## src/rtl/mole_spawner.sv

```systemverilog
// mole_spawner: decides when and which mole pops up.
// A slow tick strobe paces spawn attempts, a 16-bit Galois LFSR picks the
// starting candidate, and a linear probe walks to the next hiding mole.
// The one-hot go request is held until the mole leaves its hiding state
// or the acknowledge timer expires.
module mole_spawner #(
    parameter logic [15:0] LFSR_SEED   = 16'hACE1,
    parameter int          MAX_ACTIVE  = 3,
    parameter int          ACK_TIMEOUT = 1023
) (
    input  logic        clock,
    input  logic        reset,
    input  logic        enable,
    input  logic        tick,
    input  logic [7:0]  interval,
    input  logic [7:0]  hiding,
    output logic [7:0]  control,
    output logic        busy,
    output logic [15:0] spawn_count,
    output logic        ack_error
);

    localparam int                 TIMER_W      = $clog2(ACK_TIMEOUT + 1);
    localparam logic [TIMER_W-1:0] TIMER_LAST   = TIMER_W'(ACK_TIMEOUT - 1);
    localparam logic [3:0]         ACTIVE_LIMIT = 4'(MAX_ACTIVE);
    localparam logic [15:0]        LFSR_MASK    = 16'hB400;

    typedef enum logic [1:0] {
        IDLE  = 2'd0,
        WAIT  = 2'd1,
        PICK  = 2'd2,
        ISSUE = 2'd3
    } state_t;

    state_t               r_state;
    logic [15:0]          r_lfsr;
    logic [7:0]           r_tickCnt;
    logic [2:0]           r_cand;
    logic [2:0]           r_probe;
    logic [TIMER_W-1:0]   r_timer;
    logic [7:0]           r_control;
    logic                 r_busy;
    logic [15:0]          r_spawnCount;
    logic                 r_ackError;

    logic [3:0]           w_active;
    logic [7:0]           w_tickTarget;
    logic                 w_candFree;
    logic                 w_roomFree;
    logic [7:0]           w_candOneHot;

    assign control     = r_control;
    assign busy        = r_busy;
    assign spawn_count = r_spawnCount;
    assign ack_error   = r_ackError;

    // Number of moles currently out of hiding (zeros in the hiding vector).
    always_comb begin
        w_active = 4'd0;
        for (int i = 0; i < 8; i++) begin
            w_active = w_active + {3'd0, ~hiding[i]};
        end
    end

    // An interval of 0 behaves like 1, so the match target is interval-1 clamped at 0.
    assign w_tickTarget = (interval == 8'd0) ? 8'd0 : (interval - 8'd1);
    assign w_candFree   = hiding[r_cand];
    assign w_roomFree   = (w_active < ACTIVE_LIMIT);
    assign w_candOneHot = 8'd1 << r_cand;

    // Galois LFSR free-runs while the game is enabled; the nonzero seed keeps it off zero.
    always_ff @(posedge clock or posedge reset) begin
        if (reset) begin
            r_lfsr <= LFSR_SEED;
        end else if (enable) begin
            if (r_lfsr[0]) begin
                r_lfsr <= (r_lfsr >> 1) ^ LFSR_MASK;
            end else begin
                r_lfsr <= r_lfsr >> 1;
            end
        end
    end

    // Spawn FSM: pace with ticks, probe for a free mole, hold the request until acknowledged.
    always_ff @(posedge clock or posedge reset) begin
        if (reset) begin
            r_state      <= IDLE;
            r_tickCnt    <= 8'd0;
            r_cand       <= 3'd0;
            r_probe      <= 3'd0;
            r_timer      <= '0;
            r_control    <= 8'd0;
            r_busy       <= 1'b0;
            r_spawnCount <= 16'd0;
            r_ackError   <= 1'b0;
        end else if (!enable) begin
            r_state   <= IDLE;
            r_tickCnt <= 8'd0;
            r_probe   <= 3'd0;
            r_timer   <= '0;
            r_control <= 8'd0;
            r_busy    <= 1'b0;
        end else begin
            unique case (r_state)
                IDLE: begin
                    r_tickCnt <= 8'd0;
                    r_probe   <= 3'd0;
                    r_timer   <= '0;
                    r_control <= 8'd0;
                    r_busy    <= 1'b0;
                    r_state   <= WAIT;
                end
                WAIT: begin
                    if (tick) begin
                        if (r_tickCnt == w_tickTarget) begin
                            r_tickCnt <= 8'd0;
                            r_cand    <= r_lfsr[2:0];
                            r_probe   <= 3'd0;
                            r_busy    <= 1'b1;
                            r_state   <= PICK;
                        end else begin
                            r_tickCnt <= r_tickCnt + 8'd1;
                        end
                    end
                end
                PICK: begin
                    if (w_candFree && w_roomFree) begin
                        r_control <= w_candOneHot;
                        r_timer   <= '0;
                        r_state   <= ISSUE;
                    end else if (!w_roomFree) begin
                        r_busy  <= 1'b0;
                        r_state <= WAIT;
                    end else begin
                        r_cand <= r_cand + 3'd1;
                        if (r_probe == 3'd7) begin
                            r_busy  <= 1'b0;
                            r_state <= WAIT;
                        end else begin
                            r_probe <= r_probe + 3'd1;
                        end
                    end
                end
                ISSUE: begin
                    if (!hiding[r_cand]) begin
                        r_control <= 8'd0;
                        r_busy    <= 1'b0;
                        r_state   <= WAIT;
                        if (r_spawnCount != 16'hFFFF) begin
                            r_spawnCount <= r_spawnCount + 16'd1;
                        end
                    end else if (r_timer == TIMER_LAST) begin
                        r_control  <= 8'd0;
                        r_busy     <= 1'b0;
                        r_ackError <= 1'b1;
                        r_state    <= WAIT;
                    end else begin
                        r_timer <= r_timer + 1'b1;
                    end
                end
                default: begin
                    r_control <= 8'd0;
                    r_busy    <= 1'b0;
                    r_state   <= IDLE;
                end
            endcase
        end
    end

endmodule
```

## config.mk

```make
export PLATFORM = sky130hd
export DESIGN_NAME = mole_spawner
export DESIGN_NICKNAME = d
export VERILOG_FILES = /design/src/rtl/mole_spawner.sv
export SDC_FILE = /design/constraint.sdc
export NUM_CORES = 1
export LEC_CHECK = 0
export CAP_MARGIN = 40
export CELL_PAD_IN_SITES_DETAIL_PLACEMENT = 0
export CELL_PAD_IN_SITES_GLOBAL_PLACEMENT = 1
export CORE_UTILIZATION = 44
export CTS_CLUSTER_SIZE = 16
export DETAILED_ROUTE_END_ITERATION = 10
export PLACE_DENSITY_LB_ADDON = 0.2
export SLEW_MARGIN = 20
export SYNTH_ARGS = -nofsm -noshare
export SYNTH_HDL_FRONTEND = slang
export SYNTH_SLANG_ARGS = --single-unit
export TNS_END_PERCENT = 50
```

## constraint.sdc

```tcl
create_clock -name clock -period 3.2 [get_ports clock]
set_clock_uncertainty 0.05 [all_clocks]
set_input_delay 0.48 -clock clock [delete_from_list [all_inputs] [get_ports clock]]
set_output_delay 0.48 -clock clock [all_outputs]
set_load 0.01 [all_outputs]
```

==> reports/metrics.cfg, run 1 <==
[route]
drt_pass1_iterations=4
initialDrtViolationCount=160
vias=3205
wl_per_cell_um=14.2
drtAntennaViolNets=0
vias_per_cell=5.19
routed_wl_um=8760
remaining_drc_errors=0

[placement]
portBuffers=45
hpwlAfterDp_um=6190
gp_congestion=0.757

[setup_path]
endpoint_kind=flop
path_class=primary input to flop
r2r_start=r_cand[2]
cp.arrival_ps=3760
cp_top_family=adder cells
cp_max_fo=8
timing.critical_path.from=hiding[3]
crit_required_ps=3390
critPathMaxStageDelay_ps=540
r2r_slack_ps=290
path_buf_inv=6
critPathLaunchType=primary input
slowest_stage=fa_1
crit_chain=buf_8, inv_8, fa_1, fa_1, fa_1, ha_2, inv_2, fa_2, nand2b_4, o21ai_4, a41oi_4, buf_6, buf_6, a21oi_2, buf_6, nor2_1

[power_and_ir_drop]
peakVddDrop_mv=0.250
p_per_area_mw_per_mm2=497
power_mw=2.65
leakage_nw=2.25

[synthesis]
yosys.area.top_type=dfrtp_1
synthesis.area_mm2=0.00418
synth_xor_area_frac=0.0808
synth_top_area_share=0.359
synth-simple-area-share=0.200
synth_edf_count=0
synth_compound_area_frac=0.112
synth_top_family_by_area=simple AND/OR/NAND/NOR gates
synth.avg_cell_area_um2=9.97
synth_nets=464
synth_fa_ha_area_frac=0.0820
yosysSeqAreaShare=0.410
syn_inst=419
yosysWarnings=0
synthMuxAreaShare=0.0656
async_flop_share=1.00
ys_top_cells_by_area=dfrtp_1 36%, ha_1 6.3%, dfstp_2 5.0%
synth_seq_cells=68
ys_types=69
ys.flop_type=dfrtp_1

[sta]
fin_tns_setup_ps=-8240
setup_slack_ps=-367
slew_viol_final=0
rsz0062_at_grt=yes
min_period_over_period=1.11
worst_slew_margin_rel=0.539
finalHoldViolCount=0
worst_pin_slew_ps=691
max_freq_mhz=280
setup_viol=27
post-route-min-period_ps=3570

[global_routing]
met2_usage=0.314
grt_pass1_wl_um=15300
grt_pass1_vias=3274
grt_max_degree=58
grt_overflow=0
grt-busiest-layer=met2
met1_usage=0.265
use_met3=0.0365
grt.total_usage=0.194
antenna_found_initial=0

[cells_and_area]
nFillCells=808
diodes=0
drive_gt1_frac=0.244
areaGrowthSynthToFinish_pct=27.5
layout_commonest_cell=dfrtp_1
fin_nets=528
layout_common_cells=60 x dfrtp_1, 42 x clkdlybuf4s50_1, 29 x nor2_1, 29 x inv_1, 27 x nand2_1

[floorplan]
core_mm2=0.00924
die_w_um=99.5
die-area_mm2=0.00989
pin_count=46
die_h_um=99.5
floorplan.initialDensity=0.452
rows=35

[clock_network]
htree_levels=3
cts.clk_slew.worst_paths_ps=80
clock_path_buffers=2
cts_buffers=9
cts_root_buf=clkbuf_8
cts.sinks=68
cts_tree=built
holdBufCountCts=0
insertion_delay_ps=350

[outcome]
violations=negative setup slack
status=complete, but fails checks

[worst_hold_path]
hold_path_class=primary input to async pin

[run]
drv_cap=0

==> flip-flops by register name (all words and copies together), names as in the netlist <==
signal	cells
ack_error	1
busy	1
control	8
r_cand	3
r_lfsr	16
r_probe	3
r_state	2
r_tickCnt	8
r_timer	10
spawn_count	16
==> through the flow <==
stage	hold slack [ps]	area, µm²	utilization	setup WS (ps)	cells
final	381	5330	0.577	-367	617
after global routing	398	5330	0.577	-511	617
after CTS	375	5280	0.571	-451	618
after detailed placement	406	4970	0.538	-1240	597
after global placement	421	4940	0.535	-1160	596
after floorplan	415	4270	-	-458	419
==> timing repair <==
item	4_1_cts	5_1_grt
endpoints found under the setup margin	27	27
pin swaps	15	9
gates cloned	1	0
gates resized for setup	24	18
buffers inserted	4	0
==> worst paths after layout <==
check,end,cells past startpoint
min reg2reg,r_lfsr[10],2
min in group clock,r_lfsr[10],2
max,r_timer[5],16
max in group asynchronous,r_lfsr[11],4
min,spawn_count[9],3
max reg2reg,r_timer[5],8
==> power by group <==
part	total (mW)	internal [mW]	switching [mW]	leakage [nW]
Sequential	1.15	1.02	0.126	0.879
Clock	0.723	0.364	0.359	0.104
Combinational	0.781	0.377	0.404	1.27
Total	2.65	1.76	0.889	2.25
==> synth_stat cells, drive strengths merged (3+ instances only) <==
cell / count
dfrtp: 60
nor2: 38
inv: 35
nand2: 28
o21ai: 23
ha: 21
nand3: 21
xnor2: 21
nand4: 18
mux2: 15
xor2: 15
a21oi: 14
clkbuf: 8
dfstp: 8
a21o: 6
buf: 6
mux2i: 6
nor3: 6
and3: 5
nor4: 5
and4: 4
fa: 4
nand2b: 4
nor2b: 4
or2: 3
==> per-layer routing <==
metal  routed length, µm  up-vias
met3                 281        9
met2                4060       51
met4                 106        0
met1                4310     1549
met5                   0        -
li1                    -     1596
==> kinds of logic after synthesis <==
logic type	count (synthesis)
simple gates	149
compound gates	68
flops	68
buf+inv	49
xor+xnor	37
fa+ha+maj	25
mux	23
==> tightest hold or removal path: stages <==
cell and delay (ps):
clkdlybuf4s50_1 410, inv_2 50, buf_4 210
==> cell type report <==
type                    instances  area [µm²]  area share
clock buffers                   9         124      0.0233
clock inverters                 7        75.1      0.0141
inverters                      35         139      0.0261
multi-input cells             302        2430       0.457
flip-flops and latches         68        1710       0.321
well taps                     129         161      0.0303
repair buffers                 67         683       0.128
No activity file was read; power rests on OpenSTA's default activity.
==> run 2, diff against run 1 <==
SLEW_MARGIN = not set   (was 20)
==> run 2 against run 1 <==
Compared with the run above: the flow still finishes with violations (negative setup slack); clock power increased by 3.9%; die area did not move; flip-flop and latch count unchanged; sequential share of layout area rose by 0.47 points; worst setup slack better by 21 ps; cell area shrank 1.5%; first-iteration DRC count shrank 28%; power is 0.51% higher; count of clock-buffer cells in the layout stayed put; largest cell class unchanged; highest routed layer unchanged.
==> reports/metrics.cfg, run 2 (synthesis results as in run 1) <==
[clock_network]
cts_tree=built
cts.clk_slew.worst_paths_ps=80
insertion_delay_ps=360
holdBufCountCts=0
cts_buffers=9
cts_root_buf=clkbuf_8
clock_path_buffers=2
htree_levels=3
cts.sinks=68

[power_and_ir_drop]
internal_power_mw=1.76
power_mw=2.66
p_comb_frac=0.289
peakVddDrop_mv=0.223
p_seq_frac=0.429
leakage_nw=2.21
p_per_area_mw_per_mm2=507
p_clk_frac=0.282
switching_share=0.339
power_switching_mw=0.902

[placement]
post_dp_cell_area_mm2=0.00497
portBuffers=45
hpwlAfterDp_um=6190
gp_congestion=0.757

[route]
initialDrtViolationCount=115
vias=3199
routed_wl_um=8490
remaining_drc_errors=0
vias_per_cell=5.20
drt_pass1_iterations=4
wl_per_cell_um=13.8
drtAntennaViolNets=0

[global_routing]
grt_pass1_wl_um=15000
grt_pass1_vias=3247
grt_max_degree=65
antenna_found_initial=0
grt.total_usage=0.193
grt_overflow=0

[setup_path]
critPathLaunchType=primary input
crit_required_ps=3430
slowest_stage=fa_1
r2r-end=r_timer[8]
endpoint_kind=flop
cp_common_cell=fa_1
path_class=primary input to flop
cp_top_family=adder cells
r2r_start=r_cand[2]
cp.arrival_ps=3780
crit_chain=buf_8, inv_8, fa_1, fa_1, fa_1, ha_2, inv_2, fa_2, nand2b_4, o21ai_4, a41oi_4, nor2_4, buf_12, nand4_1, xor2_1, nor2_1
reg2reg_depth=8
r2r_slack_ps=480
path_buf_inv=4
critPathMaxStageDelay_ps=540
cp_max_fo=7

[cells_and_area]
diodes=0
fin_nets=526
layout_common_cells=60 x dfrtp_1, 42 x clkdlybuf4s50_1, 33 x nor2_1
stdcell_area_mm2=0.00525
drive_gt1_frac=0.218
layout_commonest_cell=dfrtp_1
areaGrowthSynthToFinish_pct=25.6

[floorplan]
floorplan.initialDensity=0.452
die_h_um=99.5
core_mm2=0.00924
rows=35
pin_count=46
die-area_mm2=0.00989
die_w_um=99.5

[sta]
slew_viol_final=0
worst_slew_margin_rel=0.677
setup_slack_ps=-346
max_freq_mhz=282
min_period_over_period=1.11
rsz0062_at_grt=yes
timing.hold.ws_ps=339
fin_tns_setup_ps=-6730
setup_viol=27
post-route-min-period_ps=3550
worst_pin_slew_ps=484
finalHoldViolCount=0

[outcome]
violations=negative setup slack
status=complete, but fails checks

[worst_hold_path]
hold_path_class=primary input to async pin

[run]
drv_cap=0

run 2: changes by cell type in the layout (fill, tap and decap cells not counted), moves of 4 or more:
cell     delta
buf_6       -4
nor2_1      +4
o21ai_1     +4
o21ai_2     -4
run 2: repair_timing:
item / 4_1_cts / 5_1_grt
cloned: 0 / 0
buffers inserted: 1 / 1
setup endpoints to repair: 27 / 27
pin swaps: 12 / 12
resized for setup: 21 / 5
run 2: layout make-up:
class	instances	area, µm²
Multi-Input combinational cell	302	2390
Sequential cell	68	1710
Inverter	35	139
Timing Repair Buffer	65	641
Tap cell	129	161
Clock inverter	7	82.6
Fill cell	833	3990
Clock buffer	9	124
run 2: power by group through the flow:
stage	registers (mW)	logic (mW)	clock network, mW
5_1_grt	1.17	0.862	0.808
3_5_place_dp	1.17	0.732	0
6_report	1.14	0.769	0.751
2_1_floorplan	1.10	0.626	0
3_3_place_gp	1.16	0.717	0
4_1_cts	1.15	0.751	0.772
run 2: through the flow:
stage                     worst slack, ps  utilization  std cells
after CTS                            -414        0.564        614
after detailed placement            -1210        0.538        597
after floorplan                      -458            -        419
after global routing                 -494        0.568        615
after global placement              -1160        0.535        596
final                                -346        0.568        615
run 2: worst max path at each step:
stage | slack, ps | start | to | cells past startpoint
global placement | -1160 | hiding[3] | r_timer[3] | 15
detailed placement | -1210 | hiding[3] | r_timer[8] | 15
finish | -350 | hiding[3] | r_timer[8] | 16
CTS | -410 | hiding[3] | r_timer[8] | 16
floorplan | -460 | hiding[3] | r_cand[0] | 14
global route | -490 | hiding[3] | r_cand[0] | 15
run 2: worst reg2reg max path, stage by stage (launching register included):
cell	delay (ps)
dfrtp_1	540
mux4_2	610
mux2_2	430
a21oi_1	440
nor2_4	100
buf_12	160
nand4_1	100
xor2_1	140
nor2_1	60
run 2: routing by layer:
metal / up-vias / share of wire / track usage
met5: - / 0 / 0
met4: 0 / 0.017 / 0.0724
met3: 12 / 0.034 / 0.0351
met2: 52 / 0.46 / 0.314
met1: 1531 / 0.49 / 0.258
li1: 1604 / - / -
